==> src/rtl/snax_csr_responder_pkg.sv <==
// -----------------------------------------------------------------------------
// snax_csr_responder_pkg
// Shared constants and types for the SNAX CSR responder.
//   - Address offsets of the control, status and performance CSRs, relative to
//     the first address after the RW and RO register blocks.
//   - Bit positions inside the control and status words.
//   - Launch FSM state encoding.
//   - Saturating increment used by the optional busy-cycle counter.
// -----------------------------------------------------------------------------
package snax_csr_responder_pkg;

  // Offsets added to (NumRwCsr + NumRoCsr) to form the special CSR addresses
  localparam int unsigned CtrlOffset   = 0;
  localparam int unsigned StatusOffset = 1;
  localparam int unsigned PerfOffset   = 2;

  // Control word: bit0 requests a launch
  localparam int unsigned CtrlStartBit = 0;

  // Status word: bit0 accelerator busy, bit1 launch pending
  localparam int unsigned StatusBusyBit = 0;
  localparam int unsigned StatusPendBit = 1;

  localparam int unsigned PerfWidth = 32;

  typedef enum logic [0:0] {
    IDLE   = 1'b0,
    LAUNCH = 1'b1
  } state_e;

  // Increment that sticks at the all-ones value instead of wrapping
  function automatic logic [PerfWidth-1:0] sat_inc(input logic [PerfWidth-1:0] value);
    if (&value) begin
      return value;
    end else begin
      return value + PerfWidth'(1);
    end
  endfunction

endpackage

==> src/rtl/fifo_v3.sv <==
// -----------------------------------------------------------------------------
// fifo_v3
// Synchronous FIFO with the common_cells fifo_v3 parameter set, reduced to the
// ports the CSR responder needs.
// Parameters:
//   FALL_THROUGH  1: data_i visible on data_o when empty; 0: registered only
//   DATA_WIDTH    entry width
//   DEPTH         number of entries (>=1, need not be a power of two)
// Ports:
//   clk_i, rst_ni   clock, asynchronous active-low reset
//   flush_i         synchronous clear of all entries
//   full_o, empty_o occupancy flags
//   data_i, push_i  write side (push ignored when full)
//   data_o, pop_i   read side (pop ignored when empty)
// -----------------------------------------------------------------------------
module fifo_v3 #(
  parameter bit          FALL_THROUGH = 1'b0,
  parameter int unsigned DATA_WIDTH   = 32,
  parameter int unsigned DEPTH        = 8
) (
  input  logic                  clk_i,
  input  logic                  rst_ni,
  input  logic                  flush_i,
  output logic                  full_o,
  output logic                  empty_o,
  input  logic [DATA_WIDTH-1:0] data_i,
  input  logic                  push_i,
  output logic [DATA_WIDTH-1:0] data_o,
  input  logic                  pop_i
);

  localparam int unsigned PtrW = (DEPTH > 1) ? $clog2(DEPTH) : 1;
  localparam int unsigned CntW = $clog2(DEPTH + 1);

  logic [DATA_WIDTH-1:0] mem_r [DEPTH];
  logic [PtrW-1:0]       wptr_r;
  logic [PtrW-1:0]       rptr_r;
  logic [CntW-1:0]       cnt_r;
  logic                  do_push_s;
  logic                  do_pop_s;
  logic                  bypass_s;

  // Wrap a pointer at DEPTH-1 so non-power-of-two depths work
  function automatic logic [PtrW-1:0] next_ptr(input logic [PtrW-1:0] ptr);
    if (ptr == PtrW'(DEPTH - 1)) begin
      return '0;
    end else begin
      return ptr + PtrW'(1);
    end
  endfunction

  // Flags, fall-through bypass and read data
  always_comb begin
    full_o    = (cnt_r == CntW'(DEPTH));
    empty_o   = (cnt_r == '0) && !(FALL_THROUGH && push_i);
    bypass_s  = FALL_THROUGH && (cnt_r == '0) && push_i && pop_i;
    do_push_s = push_i && !full_o && !bypass_s;
    do_pop_s  = pop_i && (cnt_r != '0);
    if (FALL_THROUGH && (cnt_r == '0)) begin
      data_o = data_i;
    end else begin
      data_o = mem_r[rptr_r];
    end
  end

  // Storage, pointers and occupancy count
  always_ff @(posedge clk_i or negedge rst_ni) begin
    if (!rst_ni) begin
      wptr_r <= '0;
      rptr_r <= '0;
      cnt_r  <= '0;
      for (int i = 0; i < int'(DEPTH); i++) begin
        mem_r[i] <= '0;
      end
    end else if (flush_i) begin
      wptr_r <= '0;
      rptr_r <= '0;
      cnt_r  <= '0;
    end else begin
      if (do_push_s) begin
        mem_r[wptr_r] <= data_i;
        wptr_r        <= next_ptr(wptr_r);
      end
      if (do_pop_s) begin
        rptr_r <= next_ptr(rptr_r);
      end
      case ({do_push_s, do_pop_s})
        2'b10:   cnt_r <= cnt_r + CntW'(1);
        2'b01:   cnt_r <= cnt_r - CntW'(1);
        default: cnt_r <= cnt_r;
      endcase
    end
  end

endmodule

==> src/rtl/snax_csr_responder.sv <==
// -----------------------------------------------------------------------------
// snax_csr_responder
// Target end of the SNAX CSR request/response channel. Holds the accelerator's
// RW configuration bank, serves reads (RW, RO, status, perf) through an
// in-order response buffer and hands the RW bank to the accelerator with a
// valid/ready launch handshake.
// Optional feature: define SNAX_CSR_RESPONDER_PERF_EN to add a 32-bit saturating
// busy-cycle counter readable at PerfAddr; otherwise PerfAddr reads 0.
// Ports:
//   clk_i, rst_ni                       clock, asynchronous active-low reset
//   csr_req_{addr,data,write,valid}_i   request channel, csr_req_ready_o back
//   csr_rsp_{data,valid}_o              read response channel, csr_rsp_ready_i back
//   csr_rw_set_o                        RW bank, CSR i at [i*DataWidth +: DataWidth]
//   csr_rw_set_valid_o / _ready_i       launch handshake
//   csr_ro_set_i                        read-only values from the accelerator
//   acc_busy_i                          accelerator running
// -----------------------------------------------------------------------------
module snax_csr_responder
  import snax_csr_responder_pkg::*;
#(
  parameter int unsigned NumRwCsr  = 8,
  parameter int unsigned NumRoCsr  = 2,
  parameter int unsigned DataWidth = 32,
  parameter int unsigned AddrWidth = 32,
  parameter int unsigned RspDepth  = 2
) (
  input  logic                          clk_i,
  input  logic                          rst_ni,
  input  logic [AddrWidth-1:0]          csr_req_addr_i,
  input  logic [DataWidth-1:0]          csr_req_data_i,
  input  logic                          csr_req_write_i,
  input  logic                          csr_req_valid_i,
  output logic                          csr_req_ready_o,
  output logic [DataWidth-1:0]          csr_rsp_data_o,
  output logic                          csr_rsp_valid_o,
  input  logic                          csr_rsp_ready_i,
  output logic [NumRwCsr*DataWidth-1:0] csr_rw_set_o,
  output logic                          csr_rw_set_valid_o,
  input  logic                          csr_rw_set_ready_i,
  input  logic [NumRoCsr*DataWidth-1:0] csr_ro_set_i,
  input  logic                          acc_busy_i
);

  localparam int unsigned RwIdxW = (NumRwCsr > 1) ? $clog2(NumRwCsr) : 1;
  localparam int unsigned RoIdxW = (NumRoCsr > 1) ? $clog2(NumRoCsr) : 1;

  localparam logic [AddrWidth-1:0] RoBase     = AddrWidth'(NumRwCsr);
  localparam logic [AddrWidth-1:0] RoEnd      = AddrWidth'(NumRwCsr + NumRoCsr);
  localparam logic [AddrWidth-1:0] CtrlAddr   = AddrWidth'(NumRwCsr + NumRoCsr + CtrlOffset);
  localparam logic [AddrWidth-1:0] StatusAddr = AddrWidth'(NumRwCsr + NumRoCsr + StatusOffset);
  localparam logic [AddrWidth-1:0] PerfAddr   = AddrWidth'(NumRwCsr + NumRoCsr + PerfOffset);

  logic [DataWidth-1:0] rw_bank_r [NumRwCsr];
  logic [DataWidth-1:0] ro_arr_s  [NumRoCsr];
  state_e               state_r;
  logic                 set_valid_r;
  logic                 rst_done_r;

  logic                 is_rw_s;
  logic                 is_ro_s;
  logic                 is_ctrl_s;
  logic                 is_status_s;
  logic                 is_perf_s;
  logic [RwIdxW-1:0]    rw_idx_s;
  logic [RoIdxW-1:0]    ro_idx_s;
  logic                 stall_s;
  logic                 req_fire_s;
  logic                 launch_fire_s;
  logic [DataWidth-1:0] status_s;
  logic [DataWidth-1:0] perf_rd_s;
  logic [DataWidth-1:0] rd_data_s;

  logic                 fifo_full_s;
  logic                 fifo_empty_s;
  logic                 fifo_push_s;
  logic                 fifo_pop_s;
  logic [DataWidth-1:0] fifo_data_s;

  for (genvar i = 0; i < int'(NumRoCsr); i++) begin : g_ro_unpack
    assign ro_arr_s[i] = csr_ro_set_i[i*DataWidth +: DataWidth];
  end

  for (genvar i = 0; i < int'(NumRwCsr); i++) begin : g_rw_pack
    assign csr_rw_set_o[i*DataWidth +: DataWidth] = rw_bank_r[i];
  end

  // Address decode, acceptance and launch handshake
  always_comb begin
    is_rw_s       = (csr_req_addr_i < RoBase);
    is_ro_s       = (csr_req_addr_i >= RoBase) && (csr_req_addr_i < RoEnd);
    is_ctrl_s     = (csr_req_addr_i == CtrlAddr);
    is_status_s   = (csr_req_addr_i == StatusAddr);
    is_perf_s     = (csr_req_addr_i == PerfAddr);
    rw_idx_s      = csr_req_addr_i[RwIdxW-1:0];
    ro_idx_s      = RoIdxW'(csr_req_addr_i - RoBase);
    // While the bank is offered to the accelerator it must not change, so
    // writes that could alter it (RW or another start) wait; reads never do.
    stall_s       = (state_r == LAUNCH) && csr_req_write_i && (is_rw_s || is_ctrl_s);
    // No pop bypass: a full buffer blocks every request, writes included.
    csr_req_ready_o = rst_done_r && !fifo_full_s && !stall_s;
    req_fire_s    = csr_req_valid_i && csr_req_ready_o;
    launch_fire_s = set_valid_r && csr_rw_set_ready_i;
  end

  // Status word and read-data mux, sampled in the accept cycle
  always_comb begin
    status_s                = '0;
    status_s[StatusBusyBit] = acc_busy_i;
    status_s[StatusPendBit] = (state_r == LAUNCH);
    if (is_rw_s) begin
      rd_data_s = rw_bank_r[rw_idx_s];
    end else if (is_ro_s) begin
      rd_data_s = ro_arr_s[ro_idx_s];
    end else if (is_status_s) begin
      rd_data_s = status_s;
    end else if (is_perf_s) begin
      rd_data_s = perf_rd_s;
    end else begin
      rd_data_s = '0;
    end
  end

  // Request channel opens only after the first clock out of reset
  always_ff @(posedge clk_i or negedge rst_ni) begin
    if (!rst_ni) begin
      rst_done_r <= 1'b0;
    end else begin
      rst_done_r <= 1'b1;
    end
  end

  // RW configuration bank
  always_ff @(posedge clk_i or negedge rst_ni) begin
    if (!rst_ni) begin
      for (int i = 0; i < int'(NumRwCsr); i++) begin
        rw_bank_r[i] <= '0;
      end
    end else if (req_fire_s && csr_req_write_i && is_rw_s) begin
      rw_bank_r[rw_idx_s] <= csr_req_data_i;
    end
  end

  // Launch FSM with registered handshake valid
  always_ff @(posedge clk_i or negedge rst_ni) begin
    if (!rst_ni) begin
      state_r     <= IDLE;
      set_valid_r <= 1'b0;
    end else begin
      case (state_r)
        IDLE: begin
          if (req_fire_s && csr_req_write_i && is_ctrl_s && csr_req_data_i[CtrlStartBit]) begin
            state_r     <= LAUNCH;
            set_valid_r <= 1'b1;
          end
        end
        LAUNCH: begin
          if (launch_fire_s) begin
            state_r     <= IDLE;
            set_valid_r <= 1'b0;
          end
        end
        default: begin
          state_r     <= IDLE;
          set_valid_r <= 1'b0;
        end
      endcase
    end
  end

  assign csr_rw_set_valid_o = set_valid_r;

`ifdef SNAX_CSR_RESPONDER_PERF_EN
  logic [PerfWidth-1:0] perf_r;

  // Busy-cycle counter, restarted by each accepted launch
  always_ff @(posedge clk_i or negedge rst_ni) begin
    if (!rst_ni) begin
      perf_r <= '0;
    end else if (launch_fire_s) begin
      perf_r <= '0;
    end else if (acc_busy_i) begin
      perf_r <= sat_inc(perf_r);
    end
  end

  assign perf_rd_s = DataWidth'(perf_r);
`else
  assign perf_rd_s = '0;
`endif

  // Only reads produce responses
  assign fifo_push_s = req_fire_s && !csr_req_write_i;
  assign fifo_pop_s  = !fifo_empty_s && csr_rsp_ready_i;

  fifo_v3 #(
    .FALL_THROUGH (1'b0),
    .DATA_WIDTH   (DataWidth),
    .DEPTH        (RspDepth)
  ) i_rsp_fifo (
    .clk_i   (clk_i),
    .rst_ni  (rst_ni),
    .flush_i (1'b0),
    .full_o  (fifo_full_s),
    .empty_o (fifo_empty_s),
    .data_i  (rd_data_s),
    .push_i  (fifo_push_s),
    .data_o  (fifo_data_s),
    .pop_i   (fifo_pop_s)
  );

  assign csr_rsp_valid_o = !fifo_empty_s;
  assign csr_rsp_data_o  = fifo_empty_s ? '0 : fifo_data_s;

endmodule
==> config.mk <==
export PLATFORM = sky130hd
export DESIGN_NAME = snax_csr_responder
export DESIGN_NICKNAME = d
export VERILOG_FILES = /design/src/rtl/snax_csr_responder_pkg.sv /design/src/rtl/fifo_v3.sv /design/src/rtl/snax_csr_responder.sv
export SDC_FILE = /design/constraint.sdc
export NUM_CORES = 1
export LEC_CHECK = 0
export ABC_AREA = 0
export CAP_MARGIN = 10
export CORE_MARGIN = 4
export CORE_UTILIZATION = 41
export CTS_BUF_LIST = sky130_fd_sc_hd__clkbuf_4
export CTS_CLUSTER_DIAMETER = 50
export DETAILED_ROUTE_END_ITERATION = 8
export GPL_TIMING_DRIVEN = 0
export PLACE_DENSITY = 0.7
export SETUP_SLACK_MARGIN = 0.15
export SLEW_MARGIN = 0
export SYNTH_ARGS = -nofsm -noshare
export SYNTH_HDL_FRONTEND = slang
export SYNTH_SLANG_ARGS = --single-unit
export TNS_END_PERCENT = 5
==> constraint.sdc <==
create_clock -name clk_i -period 4.2 [get_ports clk_i]
set_input_delay 0.63 -clock clk_i [delete_from_list [all_inputs] [get_ports clk_i]]
set_output_delay 0.63 -clock clk_i [all_outputs]
set_load 0.1 [all_outputs]
-- Yosys cells after proc, flatten, opt, wreduce, memory -nomap -nowiden
Cells that the tools add are included.
- flip-flop bits (word level): 327
- word-level logic and storage cells: 96
- output and inout bits: 291
- muxes and demuxes: 28
- bitwise logic cells: 5
- magnitude comparators: 9
- reduce and logical (&&, ||, !) cells: 26
- eq/ne operators: 7
- add/sub/neg operators: 5
- operator list (operator ; count):
    2-to-1 mux 32 bit ; 13
    bitwise mux 256 bit ; 1
    binary-select mux 32 bit (select 3 bit) ; 1
    demux 32 bit (select 3 bit) ; 1
    bitwise mux 64 bit ; 1
    equality test 32 x 4 -> 1 bit, second input constant ; 2
    < comparator 32 x 4 -> 1 bit, second input constant ; 2
    demux 32 bit (select 1 bit) ; 1
    greater-or-equal comparator 32 x 4 -> 1 bit, second input constant ; 1
    logical AND 1 bit ; 17
    greater-or-equal comparator 2 bit, second input constant ; 3
    2-to-1 mux 1 bit ; 6
    NOT 1 -> 2 bit ; 3
    equality test 2 bit, second input constant ; 2
    greater-or-equal comparator 4 bit, second input constant ; 1
    logical NOT 1 bit ; 4
    < comparator 4 x 1 -> 1 bit, second input constant ; 1
    NOT 3 -> 4 bit ; 1
    case mux 1 bit (2 select lines) ; 2
    case mux 2 bit (2 select lines) ; 1
    nonzero test 2 bit ; 2
    adder 1 bit, second input constant ; 2
    adder 2 x 1 -> 2 bit, second input constant ; 1
    equality test 2 x 1 -> 1 bit, second input constant ; 1
    10 further kinds ; 10

-- Longest topological paths before layout
Gate-level depths: netlist of run 1.
- depth in word-level cells: 11
- mapped depth: 10
- mapped depth without buffers: 7

-- By module
From an unflattened synthesis of run 1, not the netlist that was laid out.
- cells, all modules: 1160
- area, all modules: 15857.7 µm²
- modules (own cells, without submodules) (module ; area each (µm²) ; sequential area each (µm²) ; instances ; cells an instance):
    snax_csr_responder ; 12767.2 ; 6481.2 ; 1 ; 965
    fifo_v3 ; 3090.5 ; 1701.6 ; 1 ; 195

-- Worst setup path after synthesis of run 1
OpenSTA, ideal clock, no wires.
- path type: input to output
- from: input csr_req_addr_i[0]
- to: output csr_req_ready_o
- data arrival time: 3529 ps
- stages on the path: 8
- required time: 3570 ps
- setup slack: 41 ps
- path buffers: 6
- cell sequence: buf_4 > buf_2 > buf_4 > buf_4 > buf_2 > buf_4 > o21ai_0 > a41oi_1
- word-level cells in the longest chain between the ends: 5
- elaborated cells on any way between the ends: 6
- classes of those cells: order compare (1); eq/ne (1); reduce/logical (4)
- RTL lines (item ; RTL line ; text):
    start, declared ; snax_csr_responder.sv:29 ; input logic [AddrWidth-1:0] csr_req_addr_i,
    < comparator 32 x 4 -> 1 bit / equality test 32 x 4 -> 1 bit (equally long branches) ; snax_csr_responder.sv:89, snax_csr_responder.sv:91 ;
    logical OR 1 bit * ; snax_csr_responder.sv:98 ; stall_s = (state_r == LAUNCH) && csr_req_write_i && (is_rw_s || is_ctrl_s);
    logical AND 1 bit * ; snax_csr_responder.sv:98 ;
    logical NOT 1 bit * ; snax_csr_responder.sv:100 ; csr_req_ready_o = rst_done_r && !fifo_full_s && !stall_s;
    logical AND 1 bit * ; snax_csr_responder.sv:100 ;
    end, declared ; snax_csr_responder.sv:33 ; output logic csr_req_ready_o,
Every way passes the cells marked *; elsewhere a longest branch is shown, timed or not.

-- Final worst setup path of run 1
Same ends and word-level chain as after synthesis.

==> flow_summary.yaml, run 1 <==
status:
  status: "completed"
cts:
  clock_latency_ns: 0.79
  cts_max_path_buffers: 3
  cts_tree: "done"
  clkTransAtPathRegs_ns: 0.06
  cts_buffers: 87
  clockRootBuffer: "clkbuf_4"
  clock-sinks: 327
  cts_setup_buffers: 0
  cts_htree_levels: 3
global_route:
  antenna_found_initial: 1
  grt_pass1_wl_um: 93700
  grt_usage_pct: 30.8
  grt_max_degree: 125
  grt_pass1_vias: 13800
  overflow: 0
synthesis:
  yosysMostFrequentCell: "dfrtp_1"
  yosys-top-cells-area: "dfrtp_1, mux2_2, mux2i_1"
  yosysSeqAreaShare_pct: 52.3
  synthMuxAreaShare_pct: 29.9
  synth_area_leader_cell: "dfrtp_1"
  synthTopCellsByCount: "dfrtp_1, mux2_2, nand2_1, mux2i_1, o21ai_0"
  syn_avg_cell_area_um2: 12.7
  synth-seq-cells: 327
  ys.flop_type: "dfrtp_1"
  synthArstFlopShare_pct: 100
  synth_nets: 1371
  synth_compound_area_share_pct: 8.03
  synthSimpleGateAreaFrac_pct: 6.20
  ys_warn_count: 0
  synth_top_area_share_pct: 52.3
  syn-cell-area_um2: 15600
  synthAdderAreaFrac_pct: 0.0800
  synth.distinct_cells: 54
  synth_top_family_by_area: "multiplexers"
  synth_xor_area_share_pct: 0.224
  syn_inst: 1235
  synth-edff-count: 0
die:
  die_h_um: 203
  io_pins: 426
  std_cell_rows: 71
  initial_core_util_pct: 41.5
  die_width_um: 203
  core_area_um2: 37700
  dieArea_um2: 41300
sta:
  final.setup.tns_ns: 0
  finalSetupViolations: 0
  rsz0062_at_grt: "true"
  max_freq_mhz: 249
  max-slew-margin-rel_pct: 17.2
  skew_ns: 0.0400
  post-route-period-util_pct: 95.7
  final_max_slew_viol_count: 0
  hold_ws_ns: 0.482
  hold_violations: 0
  tightest_slew_ns: 1.24
  finalCriticalPeriod_ns: 4.02
final_layout:
  fill_cells: 3275
  areaGrowthSynthToFinish_pct: 39.1
  drive_gt1_share_pct: 28.9
  fin_nets: 1889
  fin_util_pct: 57.8
  final_cells: 2328
worst_setup_path:
  critPathLaunchType: "input port"
  cpPeakStageDelay_ns: 0.40
  path_class: "input port to primary output"
  crit_path_max_fanout: 10
  cp_slowest_cell: "clkbuf_4"
  path_common_cell: "buf_4"
  critical_path_required_ns: 3.57
  crit_arrival_ns: 3.39
  cp_cell_sequence: "buf_4 -> buf_2 -> buf_4 -> buf_4 -> clkbuf_4 -> buf_4 -> o21ai_0 -> a41oi_2 -> clkbuf_4"
  crit_buf_inv: 7
  crit_path_end_kind: "primary output"
  cp_top_family: "buffers and inverters"
placement:
  portBuffers: 422
  dp_hpwl_um: 47000
  gp_congestion: 0.900
  placed_cells: 2175
power_and_ir_drop:
  p_leak_nw: 10.2
  vdd_drop_max_uv: 202
  p_total_w: 0.00711
  power_density_nw_per_um2: 327
detailed_routing:
  drt_iter0_drc: 903
  drt_drc_violations_left: 0
  dr.pass1.iters: 5
  avgViaCountPerCell: 5.66
  postRouteAntennaNets: 0
  vias: 13200
  wl_per_cell_um: 27.9
  drt_wl_total_um: 64900
min_path:
  min_path_type: "flip-flop to flip-flop"
run:
  max-cap-violations: 0
## per-stage QoR
stage,cell area (um2),setup slack (ns)
floorplan,15700,0.648
global placement,20500,-11.79
detailed placement,20600,-1.03
CTS,21800,-0.0122
global route,21800,0.105
finish,21800,0.179
## per-layer routing
| metal | track usage (%) | part of all wire, % | vias up |
|---|---|---|---|
| li1 | - | - | 5648 |
| met1 | 39.6 | 40 | 6743 |
| met2 | 49.3 | 47 | 655 |
| met3 | 9.33 | 9.3 | 132 |
| met4 | 11.8 | 3.7 | 0 |
| met5 | 0 | 0 | - |
## worst min-delay path: cells and delay by family, from the launching register on
family	cells	cell delay, ns
flip-flops	1	0.34
AO/OA/AOI/OAI	1	0.06
AND/OR/NAND/NOR	1	0.05
## layout by cell type (no fill, tap or decap), drive strengths merged, types with 34 or more instances in the layout
master | synthesis | final
o21ai | 58 | 58
mux2i | 85 | 85
clkdlybuf4s50 | 0 | 391
clkbuf | 45 | 177
nand2 | 92 | 92
dfrtp | 327 | 327
mux2 | 304 | 304
o211ai | 34 | 34
buf | 47 | 53
nor2 | 56 | 56
## cells by family after synthesis
| logic type | after synthesis |
|---|---|
| mux | 407 |
| simple gates | 216 |
| flops | 327 |
| fa+ha+maj | 1 |
| xor+xnor | 4 |
| buf+inv | 99 |
| other cells | 1 |
| compound gates | 180 |
## area by class of cell
class	instances	area, um2	area share (%)
clock inverter	21	185	0.851
buffer	91	478	2.20
tap	511	639	2.94
clock buffer	130	976	4.48
inverter	7	26.3	0.121
timing repair buffer	430	4280	19.7
sequential	327	8180	37.6
multi-input combinational	809	6990	32.1
antenna	2	5.00	0.0230
## timing repair
item                                    CTS  global route
gates resized for setup                  40             8
hold buffers                              1             0
hold endpoints to repair                 98             0
endpoints found under the setup margin   30             9
## final timing paths
kind	start	endpoint	slack [ns]	cells past startpoint
max	csr_req_addr_i[0]	csr_req_ready_o	0.18	9
max in group asynchronous	rst_ni	csr_rw_set_o[201]	2.60	3
min in group asynchronous	rst_ni	i_rsp_fifo.mem_r[42]	0.51	2
max reg2reg	i_rsp_fifo.cnt_r[0]	i_rsp_fifo.mem_r[13]	1.53	7
min	i_rsp_fifo.mem_r[43]	i_rsp_fifo.mem_r[43]	0.48	2
min reg2reg	i_rsp_fifo.mem_r[43]	i_rsp_fifo.mem_r[43]	0.48	2
## sequential cells by signal, summed over array words and instances (netlist names)
signal              count
state_r                 1
i_rsp_fifo.rptr_r       1
i_rsp_fifo.cnt_r        2
rst_done_r              1
csr_rw_set_valid_o      1
i_rsp_fifo.mem_r       64
csr_rw_set_o          256
i_rsp_fifo.wptr_r       1
## report_power, final
part	total, W	switching (W)	internal [W]
logic	0.000898	0.000589	0.000309
clock network	0.00302	0.00137	0.00165
registers	0.00319	0.0000189	0.00317
Power figures use the tool's default switching activity.
==> run 2: changes to the inputs <==
- CORE_MARGIN: 4 -> 2
==> flow_summary.yaml, run 2 (synthesis results as in run 1) <==
sta:
  tightest_slew_ns: 1.11
  final_max_slew_viol_count: 0
  finalSetupViolations: 0
  rsz0062_at_grt: "true"
  skew_ns: 0.0378
  setup_ws_ns: 0.222
  post-route-period-util_pct: 94.7
  finalCriticalPeriod_ns: 3.98
  max-slew-margin-rel_pct: 25.7
  hold_violations: 0
  max_freq_mhz: 251
power_and_ir_drop:
  power_density_nw_per_um2: 322
  vdd_drop_max_uv: 245
  p_leak_nw: 10.2
die:
  die_h_um: 199
  initial_core_util_pct: 41.6
  core_area_um2: 37600
  die_width_um: 199
  io_pins: 426
  std_cell_rows: 71
  dieArea_um2: 39700
detailed_routing:
  vias: 13200
  avgViaCountPerCell: 5.68
  dr.pass1.iters: 5
  drt_iter0_drc: 1018
  drt_drc_violations_left: 0
  drt_wl_total_um: 64000
  wl_per_cell_um: 27.6
  postRouteAntennaNets: 0
cts:
  clock_latency_ns: 0.79
  clock-sinks: 327
  clockRootBuffer: "clkbuf_4"
  clkTransAtPathRegs_ns: 0.06
  cts_setup_buffers: 0
  cts_tree: "done"
  cts_buffers: 87
  cts_htree_levels: 3
  cts_max_path_buffers: 3
worst_setup_path:
  crit_path_max_fanout: 10
  critPathLaunchType: "flip-flop"
  crit_path_end_kind: "primary output"
  critical_path_required_ns: 3.57
  crit_arrival_ns: 3.35
  path_class: "flip-flop to primary output"
placement:
  gp_congestion: 0.896
  place_ws_ns: -1.06
  placed_cells: 2174
  portBuffers: 422
  placed_area_um2: 20600
  dp_hpwl_um: 46600
global_route:
  overflow: 0
  grt_usage_pct: 32.1
  antenna_found_initial: 4
  grt_pass1_vias: 13700
  grt_max_degree: 102
  grt_pass1_wl_um: 91100
final_layout:
  drive_gt1_share_pct: 28.6
  fin_nets: 1891
  mostFrequentLayoutCells: "clkdlybuf4s50_1, dfrtp_1, mux2_2, clkbuf_4, nand2_1"
  layout_commonest_cell: "clkdlybuf4s50_1"
  final_area_um2: 21700
  final_cells: 2320
  areaGrowthSynthToFinish_pct: 39.0
  largest_register_ffs: 256
status:
  status: "completed"
min_path:
  min_path_type: "input port to async pin"
run:
  max-cap-violations: 0
-- run 2: layout make-up --
cell class / count / area, um2
Antenna cell: 1 / 2.50
Buffer: 91 / 484
Clock buffer: 121 / 908
Clock inverter: 21 / 185
Fill cell: 3234 / 15800
Inverter: 7 / 26.3
Multi-Input combinational cell: 809 / 6990
Sequential cell: 327 / 8180
Tap cell: 511 / 639
Timing Repair Buffer: 432 / 4330
-- run 2: worst max-delay path, stage by stage, from the launching register on --
cell and delay (ns):
dfrtp_1 0.33, clkbuf_1 0.33, clkdlybuf4s15_1 0.73, mux2i_1 0.21
nor2_1 0.13, clkdlybuf4s15_1 0.84
-- run 2: worst paths after layout --
kind                                       from                   end  slack (ns)  cells after the start
max                           i_rsp_fifo.rptr_r     csr_rsp_data_o[9]        0.22                      5
min                                      rst_ni   i_rsp_fifo.mem_r[4]        0.43                      2
max reg2reg                 i_rsp_fifo.cnt_r[0]  i_rsp_fifo.mem_r[60]        1.61                      6
min reg2reg                i_rsp_fifo.mem_r[12]  i_rsp_fifo.mem_r[12]        0.48                      2
max in group asynchronous                rst_ni     csr_rw_set_o[123]        2.81                      3
min in group clk_i         i_rsp_fifo.mem_r[12]  i_rsp_fifo.mem_r[12]        0.48                      2
-- run 2: per-stage QoR --
step                power, W  hold slack (ns)  util (%)  TNS (ns)
floorplan            0.00370            0.334         -         0
global placement     0.00413            0.460      54.6  -3858.27
detailed placement   0.00414            0.470      54.9     -1.06
CTS                  0.00704            0.399      57.8    -0.110
global route         0.00728            0.441      57.9         0
finish               0.00701            0.433      57.9         0
-- run 2: layer usage --
layer	part of all wire, %	global-route usage [%]	up-vias
met2	47	52.0	675
met3	10	10.6	125
met5	0.042	0	-
li1	-	-	5650
met4	2.9	11.9	4
met1	39	40.1	6717
-- run 2: power by group --
part	total (W)	leakage, nW	internal [W]	switching (W)
clock network	0.00291	0.650	0.00156	0.00136
logic	0.000905	4.95	0.000316	0.000589
registers	0.00319	4.56	0.00317	0.0000184
-- run 2: what timing repair did --
item / 4_1_cts / 5_1_grt
resized for setup: 38 / 14
endpoints found under the hold margin: 71 / 0
endpoints found under the setup margin: 30 / 20
hold buffers: 1 / 0
